### config.mk
export PLATFORM = sky130hd
export DESIGN_NAME = program_counter_fetch
export DESIGN_NICKNAME = d
export VERILOG_FILES = /design/src/rtl/program_counter_fetch.sv
export SDC_FILE = /design/constraint.sdc
export NUM_CORES = 1
export LEC_CHECK = 0
export ABC_AREA = 1
export CAP_MARGIN = 20
export CORE_ASPECT_RATIO = 1.25
export CORE_MARGIN = 5
export CORE_UTILIZATION = 45
export CTS_BUF_LIST = sky130_fd_sc_hd__clkbuf_8
export DETAILED_ROUTE_END_ITERATION = 10
export HOLD_SLACK_MARGIN = 0.1
export PLACE_DENSITY = 0.85
export SYNTH_ARGS = -nofsm -noshare
export SYNTH_HDL_FRONTEND = slang
export SYNTH_SLANG_ARGS = --single-unit
### constraint.sdc
create_clock -name Clk -period 1.9 [get_ports Clk]
set_input_delay 0.19 -clock Clk [delete_from_list [all_inputs] [get_ports Clk]]
set_output_delay 0.19 -clock Clk [all_outputs]
set_load 0.05 [all_outputs]
### src/rtl/program_counter_fetch.sv
// program_counter_fetch: architectural PC plus a single-outstanding instruction fetch with redirect/drop.
// Optional PC_MISALIGN_TRAP_EN: misaligned redirects are ignored and pulse Misalign_Trap.
module program_counter_fetch #(
    parameter int unsigned       DWIDTH       = 32,
    parameter logic [DWIDTH-1:0] RESET_VECTOR = '0
) (
    input  logic              Clk,
    input  logic              Rst,
    input  logic              Redirect_Valid,
    input  logic [DWIDTH-1:0] Redirect_Target,
    output logic              Imem_Req_Valid,
    input  logic              Imem_Req_Ready,
    output logic [DWIDTH-1:0] Imem_Req_Addr,
    input  logic              Imem_Rsp_Valid,
    input  logic [31:0]       Imem_Rsp_Data,
    output logic              Fetch_Valid,
    input  logic              Fetch_Ready,
    output logic [DWIDTH-1:0] Fetch_Pc,
    output logic [DWIDTH-1:0] Fetch_Pc_Plus4,
    output logic [31:0]       Fetch_Instr,
    output logic              Misalign_Trap
);
    typedef enum logic [1:0] {REQ, WAIT, HOLD} state_e;
    state_e            state_q, state_d;
    logic [DWIDTH-1:0] pc_q, pc_d, req_pc_q, req_pc_d, fpc_q, fpc_d, fpc4_q, fpc4_d;
    logic [DWIDTH-1:0] target, req_pc_plus4;
    logic [31:0]       instr_q, instr_d;
    logic              drop_q, drop_d, redir;

    assign target       = Redirect_Target & ~DWIDTH'(3);
    assign req_pc_plus4 = req_pc_q + DWIDTH'(4);

`ifdef PC_MISALIGN_TRAP_EN
    logic trap_q;
    assign redir         = Redirect_Valid && Redirect_Target[1:0] == 2'b00;
    assign Misalign_Trap = trap_q;
    always_ff @(posedge Clk) begin
        trap_q <= Rst ? 1'b0 : Redirect_Valid && Redirect_Target[1:0] != 2'b00;
    end
`else
    assign redir         = Redirect_Valid;
    assign Misalign_Trap = 1'b0;
`endif

    // Rst gates the request so nothing is issued while memory is also in reset
    assign Imem_Req_Valid = state_q == REQ && !Rst;
    assign Imem_Req_Addr  = pc_q;
    assign Fetch_Valid    = state_q == HOLD;
    assign Fetch_Pc       = fpc_q;
    assign Fetch_Pc_Plus4 = fpc4_q;
    assign Fetch_Instr    = instr_q;

    always_comb begin
        state_d  = state_q;
        pc_d     = pc_q;
        req_pc_d = req_pc_q;
        drop_d   = drop_q;
        fpc_d    = fpc_q;
        fpc4_d   = fpc4_q;
        instr_d  = instr_q;
        case (state_q)
            REQ: begin
                if (Imem_Req_Ready) begin
                    state_d  = WAIT;
                    req_pc_d = pc_q;
                    drop_d   = redir;
                end
            end
            WAIT: begin
                if (Imem_Rsp_Valid && (drop_q || redir)) begin
                    state_d = REQ;
                    drop_d  = 1'b0;
                end else if (Imem_Rsp_Valid) begin
                    state_d = HOLD;
                    fpc_d   = req_pc_q;
                    fpc4_d  = req_pc_plus4;
                    instr_d = Imem_Rsp_Data;
                    pc_d    = req_pc_plus4;
                end else if (redir) begin
                    drop_d = 1'b1;
                end
            end
            HOLD: state_d = (redir || Fetch_Ready) ? REQ : HOLD;
            default: state_d = REQ;
        endcase
        // redirect wins over any sequential PC update
        if (redir) pc_d = target;
    end

    always_ff @(posedge Clk) begin
        if (Rst) begin
            state_q  <= REQ;
            pc_q     <= RESET_VECTOR;
            req_pc_q <= '0;
            drop_q   <= 1'b0;
            fpc_q    <= '0;
            fpc4_q   <= '0;
            instr_q  <= '0;
        end else begin
            state_q  <= state_d;
            pc_q     <= pc_d;
            req_pc_q <= req_pc_d;
            drop_q   <= drop_d;
            fpc_q    <= fpc_d;
            fpc4_q   <= fpc4_d;
            instr_q  <= instr_d;
        end
    end
endmodule

==> results.cfg, run 1 <==
[sta]
hold-worst-slack_ns = 0.2253
worstMarginPinSlew_ns = 0.5714
rsz0062_at_grt = no
final_max_slew_viol_count = 0
setup_viol = 0
layout_min_cycle_time_ns = 1.837
slew-limit-headroom = 0.6178
share_of_the_clock_period_used_by_the_worst_path_after_layout = 0.9667
hold_violations = 0
maximum_clock_frequency_mhz = 544.4
worst_clock_skew_ns = 0.01103
final.setup.tns_ns = 0

[logic_synthesis]
ys_async_sr_fraction = 0
yosys_most_used_dff = sky130_fd_sc_hd__dfxtp_1
synth.net_count = 974
yosysWarnings = 0
syn_area_per_cell_um2 = 7.274
synthMostInstantiatedCell = sky130_fd_sc_hd__nand2_1
flip_flop_and_latch_count_after_synthesis = 161
post_synth_inst_count = 903
synth_area_leaders = sky130_fd_sc_hd__dfxtp_1 (49%), sky130_fd_sc_hd__nand2_1 (16%), sky130_fd_sc_hd__a21oi_1 (9.6%)
synth_edf_count = 0
synth_top_area_share = 0.4907
cell_area_after_synthesis_mm2 = 0.006569
synth_commonest_cells = sky130_fd_sc_hd__nand2_1 (276), sky130_fd_sc_hd__dfxtp_1 (161), sky130_fd_sc_hd__a21oi_1 (126)
synth_cell_type_count = 34
synth_top_cell_by_area = sky130_fd_sc_hd__dfxtp_1
synth_sequential_area_ratio = 0.4907

[clocking]
sink_count = 161
cts-root-buf = sky130_fd_sc_hd__clkbuf_8
cts_max_level = 4
ctsLongestPathBuffers = 2
clock_tree_from_tritoncts = yes
cts_hold_repair.buffers = 0
worst_setup_hold_path_clk_slew_ns = 0.09
clock_insertion_delay_worst_skew_ns = 0.45
cts_bufs_inserted = 17

[routing]
first_pass_iters = 5
drtAntennaViolNets = 0
detailedRoute.firstIterationViolations = 414
detail_route.drc_violations = 0
avgViaCountPerCell = 5.079
drt_wl_total_um = 19540
num_vias = 6450
wl_per_cell_um = 15.38

[cells_and_area]
nFillCells = 1287
insertedDiodeCount = 0
drive_above_1_share = 0.06685
finish.net_count = 1150
areaGrowthSynthToFinish_pct = 37.30
stdcell_area_mm2 = 0.009019

[floorplan]
die-width_um = 118.1
rows = 49
core-area_mm2 = 0.01435
floorplan.io_pins = 201
chipHeight_um = 145.1
initial_core_util = 0.4579
die-area_mm2 = 0.01713

[setup_path]
cp_cell_sequence = clkdlybuf4s50_1
worst_setup_path_startpoint = Imem_Req_Addr[30]
critical_path.max_fanout = 2
worst_setup_path_start_kind = flop
r2r_cells = 9
r2r_start = req_pc_q[3]
worstPathArrival_ns = 1.65
worstPathBufferInverterCount = 1
cp.required_ns = 1.71
cp_top_family = buffers and inverters
crit_type = reg -> out
delay_of_the_slowest_cell_on_the_worst_path_ns = 0.86
crit_path_cell_count = 1
cp_capture_type = output pin
reg2reg_setup_slack_ns = 0.18
crit_path_top_delay_cell = sky130_fd_sc_hd__clkdlybuf4s50_1

[global_routing]
grt.total_usage = 0.2237
number_of_global_route_vias_before_repair = 6269
grt_first_pass_wirelength_um = 31480
antenna_found_initial = 0
grt_remaining_overflow = 0
pin_count_of_the_biggest_net_entering_global_routing = 90

[hold_path]
hold_path.class = in -> reg
min_path_cells = 4
holdCritStartpoint = Rst

[run]
maxcap_viol_count = 0

[power]
power.ir.vdd_worst_mv = 0.7011
p_per_area_mw_per_mm2 = 766.2
power.leakage_nw = 3.433

[placed_design]
detailedPlacementHpwl_um = 14050
detailed_place.area_mm2 = 0.008648
portBuffers = 197
routabilityCongestion = 0.8766

[status]
status = finished, final reports clean
worst min-delay path: cells and delay by family:
family | cells | cell delay, ns
buf+inv | 2 | 0.28
compound gates | 2 | 0.16
cell usage in the layout, fill, tap and decap left out, types with 2 or more instances in the layout:
master,netlist,final
sky130_fd_sc_hd__nand2_1,276,276
sky130_fd_sc_hd__clkdlybuf4s50_1,0,183
sky130_fd_sc_hd__dfxtp_1,161,161
sky130_fd_sc_hd__a21oi_1,126,126
sky130_fd_sc_hd__o21ai_0,69,69
sky130_fd_sc_hd__inv_1,55,58
sky130_fd_sc_hd__nor2_1,56,55
sky130_fd_sc_hd__nand3_1,34,34
sky130_fd_sc_hd__o21ai_1,24,24
sky130_fd_sc_hd__clkbuf_8,0,18
sky130_fd_sc_hd__dlymetal6s2s_1,0,11
sky130_fd_sc_hd__buf_4,10,11
sky130_fd_sc_hd__a31oi_1,10,10
sky130_fd_sc_hd__nor2_2,5,6
sky130_fd_sc_hd__nor2_4,6,6
sky130_fd_sc_hd__nand2_2,5,5
sky130_fd_sc_hd__buf_12,0,5
sky130_fd_sc_hd__clkinvlp_4,0,4
sky130_fd_sc_hd__inv_2,3,3
sky130_fd_sc_hd__or2_2,3,3
sky130_fd_sc_hd__clkinv_4,0,3
sky130_fd_sc_hd__nand4_1,2,2
sky130_fd_sc_hd__inv_6,0,2
sky130_fd_sc_hd__clkinv_2,0,2
kinds of logic after synthesis:
group	after synthesis	share of synthesized area
other	1	0.0005709
xor gates and xnor gates	2	0.002667
adders and majority gates	1	0.001904
AOI/OAI and AO/OA	232	0.1802
and+or+nand+nor	393	0.2484
buffers and inverters	113	0.07562
DFF	161	0.4907
worst paths after layout:
kind,end
max,Imem_Req_Addr[30]
max reg2reg,Fetch_Pc_Plus4[24]
min reg2reg,Fetch_Pc[10]
min,req_pc_q[2]
per-layer routing:
| metal | GRT usage | share of wire |
|---|---|---|
| met2 | 0.3908 | 0.50 |
| met5 | 0 | 0 |
| met4 | 0.08262 | 0.023 |
| met3 | 0.08641 | 0.092 |
| met1 | 0.2443 | 0.39 |
report_power, final:
part	switching [W]	internal, W
logic	0.000668	0.000398
clock network	0.00128	0.000930
registers	0.000121	0.00351
total	0.00207	0.00484
per-stage QoR:
step | power [W] | instances | worst slack (ns) | utilization
6_report | 0.006910 | 1270 | 0.06326 | 0.6286
5_1_grt | 0.007248 | 1270 | 0.0003735 | 0.6286
4_1_cts | 0.006965 | 1270 | 0.01265 | 0.6267
3_5_place_dp | 0.004776 | 1238 | 0.09040 | 0.6028
3_3_place_gp | 0.004759 | 1238 | 0.1252 | 0.6028
2_1_floorplan | 0.004339 | 903 | 0.5052 | -
layout make-up:
cell class / count / area (um^2) / share of cell area
well taps: 178 / 222.7 / 0.02469
flip-flops and latches: 161 / 3223 / 0.3574
clock buffers: 18 / 247.7 / 0.02747
inverters: 59 / 221.5 / 0.02456
repair buffers: 211 / 2157 / 0.2392
multi-input cells: 629 / 2851 / 0.3162
clock inverters: 14 / 95.09 / 0.01054
flip-flops by register name, summed over array words and instances (netlist names):
register / count
Fetch_Instr: 32
req_pc_q: 32
Fetch_Pc_Plus4: 30
Fetch_Pc: 32
Imem_Req_Addr: 32
state_q: 2
drop_q: 1
repair_timing:
| item | in CTS | in global routing |
|---|---|---|
| setup endpoints to repair | 0 | 11 |
| setup buffers | 0 | 0 |
| resized for setup | 0 | 11 |
No activity file was read; power rests on OpenSTA's default activity.
==> inputs of run 2 (changes only) <==
--- a/config.mk
+++ b/config.mk
@@ -17,3 +17,4 @@
 export SYNTH_ARGS = -nofsm -noshare
 export SYNTH_HDL_FRONTEND = slang
 export SYNTH_SLANG_ARGS = --single-unit
+export TNS_END_PERCENT = 100
==> results of run 2 <==
Same layout as run 1: the final DEF is identical, and so are final timing and power.
==> inputs of run 3 (changes only) <==
--- a/config.mk
+++ b/config.mk
@@ -6,11 +6,10 @@
 export NUM_CORES = 1
 export LEC_CHECK = 0
 export ABC_AREA = 1
-export CAP_MARGIN = 20
 export CORE_ASPECT_RATIO = 1.25
 export CORE_MARGIN = 5
 export CORE_UTILIZATION = 45
-export CTS_BUF_LIST = sky130_fd_sc_hd__clkbuf_8
+export CTS_BUF_LIST = sky130_fd_sc_hd__clkbuf_4 sky130_fd_sc_hd__clkbuf_8
 export DETAILED_ROUTE_END_ITERATION = 10
 export HOLD_SLACK_MARGIN = 0.1
 export PLACE_DENSITY = 0.85
==> run 3 against run 2 <==
Compared with the run above:
- utilization rose by 0.079 points
- cell count stayed put
- hold slack got worse by 0.0030 ns
- largest cell class unchanged
==> results.cfg, run 3 (synthesis gave the netlist of run 1 again) <==
[sta]
share_of_the_clock_period_used_by_the_worst_path_after_layout = 0.9648
maximum_clock_frequency_mhz = 545.5
worstMarginPinSlew_ns = 0.5693
setup_viol = 0
layout_min_cycle_time_ns = 1.833
final.setup.tns_ns = 0
worst_clock_skew_ns = 0.01124
hold_violations = 0
slew-limit-headroom = 0.6193
final_max_slew_viol_count = 0
rsz0062_at_grt = no

[clocking]
cts_max_level = 4
sink_count = 161
worst_setup_hold_path_clk_slew_ns = 0.09
clock_tree_from_tritoncts = yes
clock_insertion_delay_worst_skew_ns = 0.45
cts-root-buf = sky130_fd_sc_hd__clkbuf_8
ctsLongestPathBuffers = 2
cts_bufs_inserted = 17

[routing]
detail_route.drc_violations = 0
wl_per_cell_um = 15.35
detailedRoute.firstIterationViolations = 407
num_vias = 6464
drtAntennaViolNets = 0
avgViaCountPerCell = 5.090
drt_wl_total_um = 19500
first_pass_iters = 5

[setup_path]
cp_cell_sequence = clkdlybuf4s50_1
crit_path_top_delay_cell = sky130_fd_sc_hd__clkdlybuf4s50_1
crit-reg2reg-capture = Fetch_Pc_Plus4[24]
critical_path.max_fanout = 2
crit_type = reg -> out
worstPathArrival_ns = 1.64
delay_of_the_slowest_cell_on_the_worst_path_ns = 0.85
r2r_cells = 9
cp.required_ns = 1.71
worstPathBufferInverterCount = 1
cp_top_family = buffers and inverters
cp_capture_type = output pin
r2r_start = req_pc_q[3]
worst_setup_path_start_kind = flop
reg2reg_setup_slack_ns = 0.18

[cells_and_area]
layout.area.seq_mm2 = 0.003223
area_of_combinational_cells_with_multiple_inputs_mm2 = 0.002851
areaGrowthSynthToFinish_pct = 37.47
most-common-layout-cells = sky130_fd_sc_hd__nand2_1 (276), sky130_fd_sc_hd__clkdlybuf4s50_1 (183), sky130_fd_sc_hd__dfxtp_1 (161), sky130_fd_sc_hd__a21oi_1 (126), sky130_fd_sc_hd__o21ai_0 (69)
nFillCells = 1285
finish.net_count = 1150
insertedDiodeCount = 0
drive_above_1_share = 0.06960
layout.cells.most_common = sky130_fd_sc_hd__nand2_1

[hold_path]
timing.hold.worst_endpoint = req_pc_q[6]
hold_path.class = in -> reg
min_path_cells = 4
holdCritStartpoint = Rst

[floorplan]
die-area_mm2 = 0.01713
core-area_mm2 = 0.01435
die-width_um = 118.1
floorplan.io_pins = 201
rows = 49
initial_core_util = 0.4579
chipHeight_um = 145.1

[placed_design]
routabilityCongestion = 0.8766
detailedPlacementHpwl_um = 14050
portBuffers = 197

[global_routing]
grt_first_pass_wirelength_um = 31480
grt.total_usage = 0.2237
antenna_found_initial = 0
number_of_global_route_vias_before_repair = 6268
grt_remaining_overflow = 0
pin_count_of_the_biggest_net_entering_global_routing = 90

[power]
power.ir.vdd_worst_mv = 0.7009
total_power_w = 0.006964
p_per_area_mw_per_mm2 = 771.2
power.leakage_nw = 3.431

[run]
maxcap_viol_count = 0

[status]
status = finished, final reports clean
run 3: cell types whose count changed in the layout (fill, tap and decap cells not counted), sizes merged:
cell    delta
clkbuf     +3
inv        -3
run 3: area by class of cell:
class / instances / area share
Clock buffer: 21 / 0.02993
Clock inverter: 11 / 0.009284
Inverter: 59 / 0.02453
Multi-Input combinational cell: 629 / 0.3158
Sequential cell: 161 / 0.3569
Tap cell: 178 / 0.02466
Timing Repair Buffer: 211 / 0.2389
run 3: worst max-delay path by stage:
stage                      start                 to  slack, ns  depth (start not counted)
2_1_floorplan                Rst     Imem_Req_Valid       0.51                          3
3_3_place_gp      Redirect_Valid   Imem_Req_Addr[4]       0.13                          7
3_5_place_dp      Redirect_Valid   Imem_Req_Addr[3]       0.09                          7
4_1_cts           Fetch_Instr[0]     Fetch_Instr[0]       0.01                          1
5_1_grt          Fetch_Instr[17]    Fetch_Instr[17]     0.0007                          1
6_report       Imem_Req_Addr[30]  Imem_Req_Addr[30]       0.07                          1
run 3: through the flow:
step,worst slack [ns],area (um^2),instances,hold slack [ns],utilization
finish,0.06679,9030,1270,0.2222,0.6294
global route,0.0006574,9030,1270,0.2125,0.6294
floorplan,0.5052,6569,903,0.3327,-
global placement,0.1252,8648,1238,0.4504,0.6028
CTS,0.01265,9002,1270,0.1933,0.6275
detailed placement,0.09040,8648,1238,0.4552,0.6028
run 3: timing repair:
| item | 4_1_cts | 5_1_grt |
|---|---|---|
| setup endpoints to repair | 0 | 11 |
| resized for setup | 0 | 11 |
| buffers inserted | 0 | 0 |
| hold buffers | 0 | 0 |
run 3: power breakdown:
part	switching [W]	total [W]	internal, W
logic	0.000667	0.00106	0.000398
clock network	0.00128	0.00227	0.000989
registers	0.000121	0.00363	0.00351
run 3: routing by layer:
layer  global-route usage  vias up  part of all wire
met4              0.08262        0             0.026
met3              0.08641       34             0.094
met2               0.3908      234              0.50
li1                     -     3279                 -
met5                    0        -                 0
met1               0.2443     2917              0.38
==> edit 1, RTL diff (settings of run 3) <==
Add a define of `PC_MISALIGN_TRAP_EN`.
--- a/src/rtl/program_counter_fetch.sv
+++ b/src/rtl/program_counter_fetch.sv
@@ -2,2 +2,4 @@
 // Optional PC_MISALIGN_TRAP_EN: misaligned redirects are ignored and pulse Misalign_Trap.
+`define PC_MISALIGN_TRAP_EN
+
 module program_counter_fetch #(
Formal check against the unedited RTL: not equivalent (a bounded check fails within 4 cycles, from zero or initial values and one cycle with Rst high).
==> edit 1 against run 3 <==
- count of clock-buffer cells in the layout is 3 lower
- total power is 7.8% higher
- global-route usage is 1.1 points higher
- cell area is 3.1% higher
- sequential cell count is 1 higher
- routed wire length is 4.5% higher
- sequential share of layout area is 0.87 points lower
- area after synthesis is 1.1% higher
- clock power is 12% higher
- first-iteration DRC count is 4.9% higher
- setup slack worse by 0.026 ns
- highest routed layer unchanged
==> edit 1: results <==
{
  "outcome": "finished, final reports clean",
  "io_buffers": 200,
  "grt_max_degree": 55,
  "synth_compound_area_share_pct": 18.8,
  "cts_resized": 6,
  "slew_headroom_pct": 61.0,
  "synth_seq_area_share_pct": 48.8,
  "p_leak_nw": 3.82,
  "grt_use_total_pct": 23.4,
  "cp_top_family": "buffers and inverters",
  "met2_length_mm": 10.2,
  "synthCells": 941,
  "grt_pass1_vias": 6677,
  "r2r_setup_slack_ns": 0.15,
  "arrival_ns": 1.67,
  "ys_top_cells_by_count": "225 x nand2_1, 162 x dfxtp_1, 139 x a21oi_1, 113 x nor2_1, 92 x inv_1",
  "clock_latency_ns": 0.47,
  "nets": 1200,
  "fill_cells": 1244,
  "drt_iter0_markers": 427,
  "drt-total-wl_mm": 20.4,
  "drive_above_1_share_pct": 6.22,
  "synthAdderAreaFrac_pct": 0.188,
  "synthTopCellsByArea": "dfxtp_1 49%, nand2_1 13%, a21oi_1 10%",
  "syn-num-nets": 1012,
  "synth_xor_area_share_pct": 0.659,
  "firstDrtPassIters": 6,
  "routed_via_density": 5.09,
  "clock-skew-final_ns": 0.0127,
  "peakVddDrop_mv": 0.596,
  "routabilityCongestion": 0.896,
  "dp_hpwl_mm": 14.6
}
-- edit 1: final timing paths --
path | endpoint | from
setup reg to reg | Fetch_Pc_Plus4[24] | req_pc_q[3]
setup / recovery | Fetch_Pc_Plus4[26] | Fetch_Pc_Plus4[26]
hold reg to reg | Fetch_Instr[30] | Fetch_Instr[30]
hold / removal | Misalign_Trap | Rst
-- edit 1: cell type report --
cell class                 count  area, um2  area share, %
clock buffer                  18        241           2.59
clock inverter                14        154           1.65
inverter                      94        353           3.79
multi-input combinational    633       2820           30.3
sequential                   162       3240           34.8
tap                          178        223           2.39
timing repair buffer         221       2280           24.4
-- edit 1: kinds of logic (layout without fill, tap and decap cells) --
group	count (synthesis)	count (layout)
DFF	162	162
buffers and inverters	146	347
AOI/OAI and AO/OA	248	248
and+or+nand+nor	379	379
adders and majority gates	1	1
xor gates and xnor gates	5	5
-- edit 1: layer usage --
layer / vias up / GRT usage [%]
met5: - / 0
met4: 0 / 8.93
met3: 41 / 9.06
met2: 266 / 41.7
met1: 3033 / 25.0
li1: 3383 / -
-- edit 1: power breakdown --
part	switching [mW]	total [mW]	leakage (nW)	internal, mW
Sequential	0.125	3.68	1.32	3.55
Clock	1.36	2.55	0.194	1.20
Combinational	0.806	1.28	2.31	0.470
-- edit 1: stage by stage --
step           setup WS (ns)  hold WS (ns)  total power, mW  utilization [%]  cell area, um2
2_1_floorplan          0.447         0.313             4.50                -            6640
3_3_place_gp           0.107         0.450             5.01             61.3            8870
3_5_place_dp          0.0307         0.455             5.03             61.3            8870
4_1_cts              0.00260         0.166             7.56             64.0            9250
5_1_grt             0.000441         0.211             7.81             64.4            9310
6_report              0.0406         0.199             7.51             64.4            9310
==> edit 2, RTL diff (settings of run 3) <==
Without the edit above. Re-encode `state_e` (3 states) as one-hot, 3 bits wide.
--- a/src/rtl/program_counter_fetch.sv
+++ b/src/rtl/program_counter_fetch.sv
@@ -22,3 +22,3 @@
 );
-    typedef enum logic [1:0] {REQ, WAIT, HOLD} state_e;
+    typedef enum logic [2:0] {REQ = 3'b001, WAIT = 3'b010, HOLD = 3'b100} state_e;
     state_e            state_q, state_d;
Formal check against the unedited RTL: no difference found for any inputs over 4 cycles, from zero or initial values and one cycle with Rst high; so few cycles prove little.
==> edit 2 against run 3 <==
- cell area grew 1.7%
- area after synthesis shrank 0.61%
- combinational power decreased by 9%
- routed wire length rose by 5.7%
- sequential cell count rose by 1
- critical path depth stayed put
- hold slack better by 0.075 ns
- clock power up 16%
- total power rose by 3.9%
- setup slack got worse by 0.019 ns
- utilization increased by 1.1 points
- count of clock-buffer cells in the layout rose by 1
- largest cell class unchanged
==> edit 2: results <==
{
  "outcome": "finished, final reports clean",
  "drive_above_1_share_pct": 6.94,
  "synthTopCellsByArea": "dfxtp_1 50%, nand2_1 11%, o21ai_0 10%",
  "synth_seq_area_share_pct": 49.7,
  "intPower_mw": 5.23,
  "yosysUniqueCellTypes": 26,
  "grt_max_degree": 64,
  "num_vias": 6740,
  "dp_hpwl_mm": 14.8,
  "nets": 1167,
  "synthAdderAreaFrac_pct": 0.192,
  "crit_fanout": 3,
  "ys_top_cells_by_count": "188 x nand2_1, 162 x dfxtp_1, 132 x o21ai_0, 121 x nor2_1, 97 x a21oi_1",
  "grt_pass1_wl_mm": 33.2,
  "post_dp_cell_area_um2": 8690,
  "tightestPinTransition_ns": 0.578,
  "drt_iter0_markers": 480,
  "clock-skew-final_ns": 0.0132,
  "synth_compound_area_share_pct": 19.9,
  "grt_use_total_pct": 24.1,
  "arrival_ns": 1.66,
  "routabilityCongestion": 0.896,
  "max_stage_delay_ns": 0.83,
  "grt_pass1_vias": 6791,
  "clock_latency_ns": 0.47
}
-- edit 2: cell count changes after synthesis, sizes merged, moves of 3 or more --
cell | before | now
nand2 | 282 | 190
nor2 | 67 | 127
o21ai | 94 | 146
a21oi | 127 | 97
inv | 58 | 69
buf | 32 | 22
clkbuf | 22 | 32
nand3 | 35 | 43
or2 | 4 | 0
a31oi | 10 | 7
o211ai | 0 | 3
-- edit 2: cell families after synthesis --
logic type               after synthesis
buffers and inverters                123
AO/OA/AOI/OAI                        255
other                                  1
flip-flops                           162
adder cells (fa/ha/maj)                1
AND/OR/NAND/NOR                      365
-- edit 2: per-layer routing --
layer,track usage (%),part of all wire [%]
met5,0,0
met4,10.9,2.7
met3,9.10,9.6
met2,43.4,50
met1,25.1,38
-- edit 2: final timing paths --
check                    start            endpoint  slack [ns]  depth (start not counted)
max          Imem_Req_Addr[30]   Imem_Req_Addr[30]        0.05                          1
min          Imem_Rsp_Data[17]     Fetch_Instr[17]        0.30                          3
max reg2reg        req_pc_q[2]  Fetch_Pc_Plus4[28]        0.12                          8
min reg2reg  Fetch_Pc_Plus4[4]   Fetch_Pc_Plus4[4]        0.47                          2
-- edit 2: through the flow --
| stage | instances | setup slack [ns] | hold slack, ns |
|---|---|---|---|
| final | 1287 | 0.0475 | 0.298 |
| after global routing | 1287 | 0.000191 | 0.286 |
| after CTS | 1287 | 0.00137 | 0.268 |
| after detailed placement | 1254 | 0.0121 | 0.457 |
| after global placement | 1254 | 0.0646 | 0.449 |
| after floorplan | 907 | 0.392 | 0.325 |
-- edit 2: final cells by class --
type	instances	area, um2
clock inverter	10	124
sequential	162	3240
clock buffer	22	297
fill	1256	5160
tap	178	223
inverter	69	259
multi-input combinational	622	2800
timing repair buffer	224	2240
-- edit 2: repair_timing --
action                                  CTS  global route
hold buffers                              1             0
endpoints found under the hold margin     5             0
endpoints found under the setup margin    2            29
resized for setup                         2            24
-- edit 2: worst min-delay path, cell delays in order --
cell and delay [ns]:
clkdlybuf4s50_1 0.39, nor2_1 0.10, nor2_1 0.05
-- edit 2: power by group through the flow --
stage | clock, mW | combinational, mW | sequential, mW
floorplan | 0 | 0.382 | 3.88
global placement | 0 | 0.943 | 3.71
detailed placement | 0 | 0.963 | 3.72
CTS | 2.68 | 0.969 | 3.64
global route | 2.83 | 1.05 | 3.66
finish | 2.63 | 0.966 | 3.64
